File: src/rtl/cell_test_sequencer.sv
// Sequencer for the RV523 cell test boards: steps every input vector through NUM_CH cells in parallel,
// checks the synchronised outputs against a truth table and accumulates per-run results.
module cell_test_sequencer #(
    parameter int unsigned           NUM_IN        = 2,
    parameter int unsigned           NUM_CH        = 2,
    parameter int unsigned           SETTLE_CYCLES = 4,
    parameter logic [(2**NUM_IN)-1:0] TRUTH_TABLE  = 4'b0111,
    parameter int unsigned           CNT_W         = 8
) (
    input  logic              clk,
    input  logic              rst_n,
    input  logic              start_i,
    input  logic              stop_on_fail_i,
    input  logic              loop_i,
    input  logic              abort_i,
    input  logic [NUM_CH-1:0] dut_out_i,
    output logic [NUM_IN-1:0] dut_in_o,
    output logic              busy_o,
    output logic              done_o,
    output logic              pass_o,
    output logic [NUM_CH-1:0] fail_ch_o,
    output logic [NUM_IN-1:0] first_fail_vec_o,
    output logic [CNT_W-1:0]  err_count_o
);

    localparam int unsigned WIN     = SETTLE_CYCLES + 2;
    localparam int unsigned WIN_W   = $clog2(WIN);
    localparam int unsigned SUM_W   = CNT_W + 5;
    localparam logic [NUM_IN-1:0] LAST_VEC = '1;
    localparam logic [CNT_W-1:0]  CNT_MAX  = '1;
    localparam logic [WIN_W-1:0]  WIN_LAST = WIN_W'(WIN - 1);

    typedef enum logic [1:0] {IDLE, SETTLE, DONE} state_t;

    state_t            state_q, state_d;
    logic [NUM_IN-1:0] vec_q, vec_d;
    logic [WIN_W-1:0]  win_q, win_d;
    logic              stop_q, stop_d;
    logic              loop_q, loop_d;
    logic              sweep_q, sweep_d;
    logic              pass_q, pass_d;
    logic [NUM_CH-1:0] fail_q, fail_d;
    logic [NUM_IN-1:0] ffv_q, ffv_d;
    logic [CNT_W-1:0]  err_q, err_d;
    logic [NUM_CH-1:0] sync1_q, sync2_q;

    logic [NUM_CH-1:0] mismatch;
    logic [4:0]        mmCount;
    logic [SUM_W-1:0]  errSum;
    logic [CNT_W-1:0]  errSat;

    always_ff @(posedge clk or negedge rst_n) begin
        if (!rst_n) begin
            state_q <= IDLE;
            vec_q   <= '0;
            win_q   <= '0;
            stop_q  <= 1'b0;
            loop_q  <= 1'b0;
            sweep_q <= 1'b0;
            pass_q  <= 1'b0;
            fail_q  <= '0;
            ffv_q   <= '0;
            err_q   <= '0;
            sync1_q <= '0;
            sync2_q <= '0;
        end else begin
            state_q <= state_d;
            vec_q   <= vec_d;
            win_q   <= win_d;
            stop_q  <= stop_d;
            loop_q  <= loop_d;
            sweep_q <= sweep_d;
            pass_q  <= pass_d;
            fail_q  <= fail_d;
            ffv_q   <= ffv_d;
            err_q   <= err_d;
            sync1_q <= dut_out_i;
            sync2_q <= sync1_q;
        end
    end

    always_comb begin
        state_d = state_q;
        vec_d   = vec_q;
        win_d   = win_q;
        stop_d  = stop_q;
        loop_d  = loop_q;
        sweep_d = sweep_q;
        pass_d  = pass_q;
        fail_d  = fail_q;
        ffv_d   = ffv_q;
        err_d   = err_q;

        mismatch = sync2_q ^ {NUM_CH{TRUTH_TABLE[vec_q]}};
        mmCount  = '0;
        for (int i = 0; i < NUM_CH; i++) begin
            mmCount = mmCount + 5'(mismatch[i]);
        end
        errSum = SUM_W'(err_q) + SUM_W'(mmCount);
        errSat = (errSum > SUM_W'(CNT_MAX)) ? CNT_MAX : errSum[CNT_W-1:0];

        case (state_q)
            IDLE: begin
                if (start_i) begin
                    state_d = SETTLE;
                    vec_d   = '0;
                    win_d   = '0;
                    stop_d  = stop_on_fail_i;
                    loop_d  = loop_i;
                    sweep_d = 1'b0;
                    pass_d  = 1'b0;
                    fail_d  = '0;
                    ffv_d   = '0;
                    err_d   = '0;
                end
            end
            SETTLE: begin
                // Abort wins even on the compare cycle, so an aborted window never contributes.
                if (abort_i) begin
                    state_d = DONE;
                end else if (win_q == WIN_LAST) begin
                    win_d  = '0;
                    err_d  = errSat;
                    fail_d = fail_q | mismatch;
                    if (fail_q == '0 && mismatch != '0) begin
                        ffv_d = vec_q;
                    end
                    if (stop_q && mismatch != '0) begin
                        state_d = DONE;
                    end else if (vec_q == LAST_VEC) begin
                        sweep_d = 1'b1;
                        vec_d   = '0;
                        if (!loop_q) begin
                            state_d = DONE;
                        end
                    end else begin
                        vec_d = vec_q + NUM_IN'(1);
                    end
                end else begin
                    win_d = win_q + WIN_W'(1);
                end
            end
            DONE: begin
                state_d = IDLE;
            end
            default: begin
                state_d = IDLE;
            end
        endcase

        // Registering pass on entry to DONE makes it valid alongside the done pulse.
        if (state_q == SETTLE && state_d == DONE) begin
            pass_d = sweep_d && (err_d == '0);
        end
    end

    assign busy_o           = (state_q == SETTLE);
    assign done_o           = (state_q == DONE);
    assign dut_in_o         = busy_o ? vec_q : '0;
    assign pass_o           = pass_q;
    assign fail_ch_o        = fail_q;
    assign first_fail_vec_o = ffv_q;
    assign err_count_o      = err_q;

endmodule

File: config.mk
export PLATFORM = sky130hd
export DESIGN_NAME = cell_test_sequencer
export DESIGN_NICKNAME = d
export VERILOG_FILES = /design/src/rtl/cell_test_sequencer.sv
export SDC_FILE = /design/constraint.sdc
export NUM_CORES = 1
export LEC_CHECK = 0
export CAP_MARGIN = 25
export CORE_ASPECT_RATIO = 0.9
export CORE_UTILIZATION = 40
export CTS_BUF_LIST = sky130_fd_sc_hd__clkbuf_4 sky130_fd_sc_hd__clkbuf_8
export CTS_CLUSTER_DIAMETER = 100
export DETAILED_ROUTE_END_ITERATION = 10
export GPL_ROUTABILITY_DRIVEN = 1
export SKIP_LAST_GASP = 1
export SYNTH_ARGS = -nofsm -noshare
export SYNTH_HDL_FRONTEND = slang
export SYNTH_SLANG_ARGS = --single-unit
export TNS_END_PERCENT = 10
File: constraint.sdc
create_clock -name clk -period 7.5 [get_ports clk]
set_input_delay 1.875 -clock clk [delete_from_list [all_inputs] [get_ports clk]]
set_output_delay 1.875 -clock clk [all_outputs]
set_load 0.03 [all_outputs]
==> results of run 1 <==
## sequential cells by signal (all words and copies together), names as in the netlist
name / cells
sweep_q: 1
pass_o: 1
stop_q: 1
vec_q: 2
state_q: 2
loop_q: 1
sync1_q: 2
sync2_q: 2
err_count_o: 8
first_fail_vec_o: 2
fail_ch_o: 2
win_q: 3
## cells in the final DEF (no fill, tap or decap), types with 3 or more instances in the layout
master | synthesis | layout
clkdlybuf4s50_1 | 0 | 24
a21oi_1 | 13 | 13
inv_1 | 6 | 6
o21ai_0 | 4 | 4
or4_1 | 3 | 3
and2_1 | 4 | 4
o211ai_1 | 4 | 4
nor2_1 | 11 | 11
nand2b_1 | 5 | 5
xnor2_1 | 4 | 4
nand2_1 | 10 | 10
clkbuf_8 | 0 | 3
nand4_1 | 3 | 3
nand3_1 | 5 | 5
dfrtp_1 | 27 | 27
## cells by family after synthesis
group	after synthesis
AO/OA/AOI/OAI	45
AND/OR/NAND/NOR	55
buffers and inverters	14
multiplexers	3
adder cells (fa/ha/maj)	3
XOR/XNOR	4
flip-flops	27
## cell type report
cell class / count / share of cell area (%)
inverters: 7 / 1.46
well taps: 44 / 3.06
clock inverters: 1 / 0.278
multi-input cells: 110 / 41.6
repair buffers: 25 / 13.8
flip-flops and latches: 27 / 37.6
clock buffers: 3 / 2.29
## power by group
part / switching [uW] / internal [uW] / total, uW
combinational: 53.9 / 34.7 / 88.5
clock: 47.5 / 37.3 / 84.8
sequential: 19.0 / 158 / 177
total: 120 / 230 / 350
## critical path: stages (launching register included)
cell and delay (ps):
dfrtp_1 530, nand2b_1 400, clkinv_1 420, and2_1 300, clkdlybuf4s50_1 600
## metrics by stage
step / cells / hold slack, ps / power, uW / instance area, um^2
floorplan: 151 / 331 / 239 / 1490
finish: 217 / 357 / 350 / 1800
CTS: 217 / 360 / 351 / 1800
detailed placement: 213 / 337 / 268 / 1750
global route: 217 / 362 / 371 / 1800
global placement: 213 / 333 / 266 / 1750
## layer usage
| metal | wire (um) | global-route usage [%] |
|---|---|---|
| met1 | 1780 | 30.2 |
| met2 | 1610 | 30.3 |
| met3 | 137 | 4.58 |
| met4 | 18 | 5.17 |
| met5 | 0 | 0 |
## cells in the mapped netlist (3+ instances only)
master and instances:
a21oi_1 13, and2_1 4, buf_2 5, dfrtp_1 27, inv_1 6, nand2_1 10, nand2b_1 5, nand3_1 5
nand4_1 3, nor2_1 11, o211ai_1 4, o21ai_0 4, or4_1 3, xnor2_1 4
## worst paths after layout
kind                                  endpoint  slack (ps)  cells past startpoint
worst max-delay path               dut_in_o[1]        3110                      4
worst min-delay path                sync2_q[0]         360                      0
worst max register to register          pass_o        4450                      9
worst min register to register      sync2_q[0]         360                      0
max in group asynchronous       err_count_o[5]        5280                      2
min in group asynchronous             win_q[0]        1960                      2
==> results.txt, run 1 <==
----------------------------------------------------
[Status]
  Result of the run ... completed

[Setup path]
  Worst setup path start ... state_q[1]
  RR Startpoint ... vec_q[0]
  Endpoint class of the critical path ... output port
  Launching element type of the critical path ... register
  Crit path required time ... 5620 ps
  Arr. time, crit path ... 2520 ps
  Kind of critical path ... reg -> out
  Max Fanout on Critical Path ... 11

[Logic synthesis]
  Synthesized-area fraction occupied by ao, oa, aoi and oai cells ... 21.9%
  Share of synthesized cell area in and, or, nand and nor gates ... 20.7%
  Post-synthesis cell count ... 151
  Yosys warnings ... 0
  Post-synthesis share of cell area spent on xor and xnor gates ... 2.35%
  Cell type with the largest total area after synthesis ... dfrtp_1
  Most used DFF post-synth ... dfrtp_1
  Share of async-settable or async-resettable flops after synthesis ... 100%
  Post-Synthesis Net Count ... 162
  Post-synth EDFFs ... 0
  Mux cell area share after synthesis ... 2.18%
  Sequential area share after synthesis ... 45.3%
  FF+latch count, synth ... 27
  Cell Area, Synth ... 0.00149 mm^2
  Adder and majority cell fraction of the synthesized area ... 3.02%
  Number of distinct library cell variants in the gate-level netlist after synthesis ... 50
  Mean Syn Cell Area ... 9.87 um^2
  Top cells by area in the synthesized netlist ... dfrtp_1 (45%), a21oi_1 (4.4%), nor2_1 (2.8%)
  Main combinational cell family by area after synthesis ... compound AO/OA/AOI/OAI gates
  Area share of the largest cell type after synthesis ... 45.3%

[Clocking]
  CTS root buffer ... clkbuf_8
  Source-to-sink clock delay at the later pin of the worst-skew pair ... 270 ps
  Gates resized, CTS repair ... 0
  Setup Fix Bufs, Post-CTS ... 0
  Hold bufs inserted after CTS ... 0
  Clock tree from TritonCTS ... yes
  CTS buffer count ... 3
  Deepest clock path buffer count ... 2
  Clock Pin Slew Worst Setup and Hold Paths ... 100 ps
  Level count of the clock H-tree ... 1
  Sinks on the clock net ... 27

[STA]
  Achievable Freq ... 228 MHz
  Part of the cycle the worst path needs ... 58.6%
  Setup-violating endpoint count in the final report ... 0
  Fin crit period ... 4390 ps
  Max Slew Vio Count ... 0
  Slew HR ... 66.9%
  Worst Max-Slew Pin Slew ... 495 ps
  Setup slack after layout ... 3110 ps
  Unrepaired setup endpoints after global routing ... false
  Largest clock skew in the final design ... 2.54 ps
  Setup Total Neg Slack ... 0 ps
  Final Hold Fails ... 0

[Place]
  Number of port buffers ... 24
  Routability congestion estimate ... 0.855
  Worst Setup Slack post-DPL ... 3340 ps
  Post-detail-place hpwl ... 2630 um

[Global route]
  Vias in the first global route ... 1,241
  First-pass GRT wire length ... 5980 um
  Overall overflow remaining after global route ... 0
  Total Routing Usage GR ... 20.5%
  Number of antenna violations at the first check in global routing ... 0
  Maximum number of pins on one net before global-route repair ... 28

[Power]
  Power density over the cells ... 195 mW/mm^2
  Worst VDD drop ... 0.117 mV
  Cell leakage power ... 0.000730 uW

[Route]
  Count of routing violations after the opening detailed-route iteration ... 75
  Detailed-route vias per instance ... 5.77
  Routed WL ... 3550 um
  Number of remaining DRC errors ... 0
  Routed via count ... 1,253
  First-pass iteration count of the detailed router ... 4
  Number of routed nets with antenna violations ... 0
  Per-cell routed wire length ... 16.4 um

[Die]
  Die Span Y ... 59.9 um
  Cell Rows ... 20
  Effective utilization at floorplan ... 42.8%
  Core area ... 0.00348 mm^2
  Overall die area ... 0.00397 mm^2
  Number of top-level design ports ... 25
  Width of the die ... 66.3 um

[Finish]
  Combined area of the multi-input logic cells ... 748 um^2
  Fill cell instance count of the final layout ... 338
  Share of post-route cells with drive strength above 1 ... 6.36%
  Utilization after layout ... 51.7%
  Footprint of the flip-flops and latches ... 676 um^2
  Area overhead of the layout relative to synthesis ... 20.7%
  Count of inserted antenna diode cells ... 0
  Nets@finish ... 185

[Run]
  Max Cap Viol ... 0

[Worst hold path]
  Hold Path Origin ... sync1_q[0]
  Hold Crit Class ... reg -> reg

----------------------------------------------------
No activity file was read; power rests on OpenSTA's default activity.
==> inputs of run 2 (changes only) <==
- PLACE_DENSITY: default -> 0.65
- clock period: 7.5 -> 3.6 ns (I/O delays scaled with it)
==> run 2 against run 1 <==
  * Design area rose by 1.8%
  * Die area unchanged
  * Critical path depth increased by 5
  * Global-route usage grew 1.3 points
  * Combinational power is 150% higher
  * Clock skew rose by 11 ps
  * Largest cell class unchanged
  * First-iteration DRC count is 1.3% higher
  * Wire length is 5.3% higher
==> results.txt, run 2 (synthesized netlist as in run 1, its figures left out) <==
----------------------------------------------------
[Worst hold path]
  Hold Path Origin ... sync1_q[0]
  Hold Crit Class ... reg -> reg

[Route]
  Routed WL ... 3740 um (+5.3%)
  Per-cell routed wire length ... 16.9 um (+3.4%)
  Number of routed nets with antenna violations ... 0 (unchanged)
  Detailed-route vias per instance ... 5.88 (+1.8%)
  Number of remaining DRC errors ... 0 (unchanged)
  First-pass iteration count of the detailed router ... 4 (unchanged)
  Count of routing violations after the opening detailed-route iteration ... 76 (+1.3%)
  Routed via count ... 1,299 (+3.7%)

[Power]
  Power after layout ... 761 uW (+120%)
  Power density over the cells ... 415 mW/mm^2 (+110%)
  Worst VDD drop ... 0.250 mV (+110%)
  Cell leakage power ... 0.000750 uW (+2.8%)

[Setup path]
  Cell mode on critical path ... ha_1
  RR Startpoint ... vec_q[0]
  Kind of critical path ... reg -> reg
  Slowest-stage cell, CP ... or4_1
  Crit path required time ... 3780 ps (-1840 ps)
  Worst setup path start ... vec_q[0]
  List of cells traversed by the critical path ... ha_1 > xnor2_1 > fa_1 > ha_1 > nand3_1 > or4_1 > a21oi_1 > o2111ai_1 > o31ai_2
  Arr. time, crit path ... 3270 ps (+750 ps)
  Highest cell delay on the worst timing path ... 540 ps (-60 ps)
  Endpoint class of the critical path ... register
  Max Fanout on Critical Path ... 7 (-4)
  Launching element type of the critical path ... register

[Finish]
  Area overhead of the layout relative to synthesis ... 22.9%
  Most frequent cells in the layout ... dfrtp_1 (27), clkdlybuf4s50_1 (24), a21oi_1 (13)
  Most common cell after layout, fill and taps aside ... dfrtp_1
  Post-route cell area ... 0.00183 mm^2 (+1.8%)
  Flip-flop count of the largest register after layout ... 8 (unchanged)
  Share of post-route cells with drive strength above 1 ... 8.47% (+2.1 points)
  Nets@finish ... 189 (+2.2%)
  Count of inserted antenna diode cells ... 0 (unchanged)

[Global route]
  Number of antenna violations at the first check in global routing ... 0 (unchanged)
  First-pass GRT wire length ... 6380 um (+6.7%)
  Overall overflow remaining after global route ... 0 (unchanged)
  Vias in the first global route ... 1,302 (+4.9%)
  Maximum number of pins on one net before global-route repair ... 28 (unchanged)
  Total Routing Usage GR ... 21.8% (+1.3 points)

[Die]
  Core area ... 0.00348 mm^2 (unchanged)
  Overall die area ... 0.00397 mm^2 (unchanged)
  Width of the die ... 66.3 um (unchanged)
  Number of top-level design ports ... 25 (unchanged)
  Die Span Y ... 59.9 um (unchanged)
  Effective utilization at floorplan ... 42.8% (unchanged)
  Cell Rows ... 20 (unchanged)

[Clocking]
  Hold bufs inserted after CTS ... 0 (unchanged)
  Deepest clock path buffer count ... 2 (unchanged)
  CTS buffer count ... 3 (unchanged)
  Level count of the clock H-tree ... 1 (unchanged)
  Clock tree from TritonCTS ... yes
  Setup Fix Bufs, Post-CTS ... 0 (unchanged)
  Gates resized, CTS repair ... 0 (unchanged)
  Sinks on the clock net ... 27 (unchanged)
  Source-to-sink clock delay at the later pin of the worst-skew pair ... 280 ps (about the same)
  Clock Pin Slew Worst Setup and Hold Paths ... 100 ps (about the same)
  CTS root buffer ... clkbuf_8

[Place]
  Number of port buffers ... 24 (unchanged)
  Placed cell areas ... 0.00178 mm^2 (+1.7%)
  Routability congestion estimate ... 0.837 (-2.2%)
  Post-detail-place hpwl ... 2730 um (+3.6%)

[STA]
  Final Hold Fails ... 0 (unchanged)
  Unrepaired setup endpoints after global routing ... false
  Largest clock skew in the final design ... 13.5 ps (+10.9 ps)
  Fin crit period ... 3090 ps
  Worst Max-Slew Pin Slew ... 440 ps (-54.4 ps)
  Setup Total Neg Slack ... 0 ps (unchanged)
  Max Slew Vio Count ... 0 (unchanged)
  Achievable Freq ... 324 MHz
  Setup-violating endpoint count in the final report ... 0 (unchanged)
  Part of the cycle the worst path needs ... 85.8%
  Slew HR ... 70.5% (+3.6 points)

[Status]
  Result of the run ... completed

[Run]
  Max Cap Viol ... 0 (unchanged)

----------------------------------------------------
[run 2: path summary, 6_finish.rpt]
path,endpoint,slack (ps),cells past startpoint
setup / recovery,pass_o,510,9
hold / removal,sync2_q[0],350,0
setup reg to reg,pass_o,510,9
hold reg to reg,sync2_q[0],350,0
max in group asynchronous,vec_q[1],2340,2
min in group asynchronous,win_q[0],980,2
[run 2: critical path, delay by kind of cell (launching register included)]
family	cells	cell delay, ps
XOR/XNOR	1	330
AO/OA/AOI/OAI	3	690
adder cells (fa/ha/maj)	3	820
flip-flops	1	430
AND/OR/NAND/NOR	2	730
[run 2: final cells by class]
cell class,count,area (um^2)
fillers,317,1650
inverters,7,26.3
flip-flops and latches,27,676
well taps,44,55.1
repair buffers,29,278
multi-input cells,110,748
clock buffers,4,48.8
[run 2: where the power goes]
group	leakage, uW	internal [uW]	switching [uW]
Combinational	0.000364	88.5	130
Clock	0.0000262	86.9	96.5
Sequential	0.000360	329	29.3
Total	0.000750	505	256
[run 2: layer usage]
metal / GRT usage, % / part of all wire (%) / vias up / wire length, um
met3: 4.01 / 5.2 / 4 / 193
li1: - / - / 615 / -
met4: 6.99 / 1.4 / 0 / 52
met5: 0 / 0 / - / 0
met1: 30.8 / 48 / 641 / 1790
met2: 33.8 / 46 / 39 / 1700
[run 2: metrics by stage]
| stage | utilization, % | instances | setup WS, ps | hold slack (ps) |
|---|---|---|---|---|
| after CTS | 52.7 | 221 | 541 | 357 |
| final | 52.7 | 221 | 510 | 354 |
| after floorplan | - | 151 | 900 | 331 |
| after global placement | 51.3 | 217 | 472 | 333 |
| after detailed placement | 51.3 | 217 | 343 | 335 |
| after global routing | 52.7 | 221 | 255 | 368 |
==> inputs of run 3 (changes only) <==
- SKIP_LAST_GASP: 1 -> default
==> results of run 3 <==
The final DEF is identical to that of run 2; final timing and power are the same.
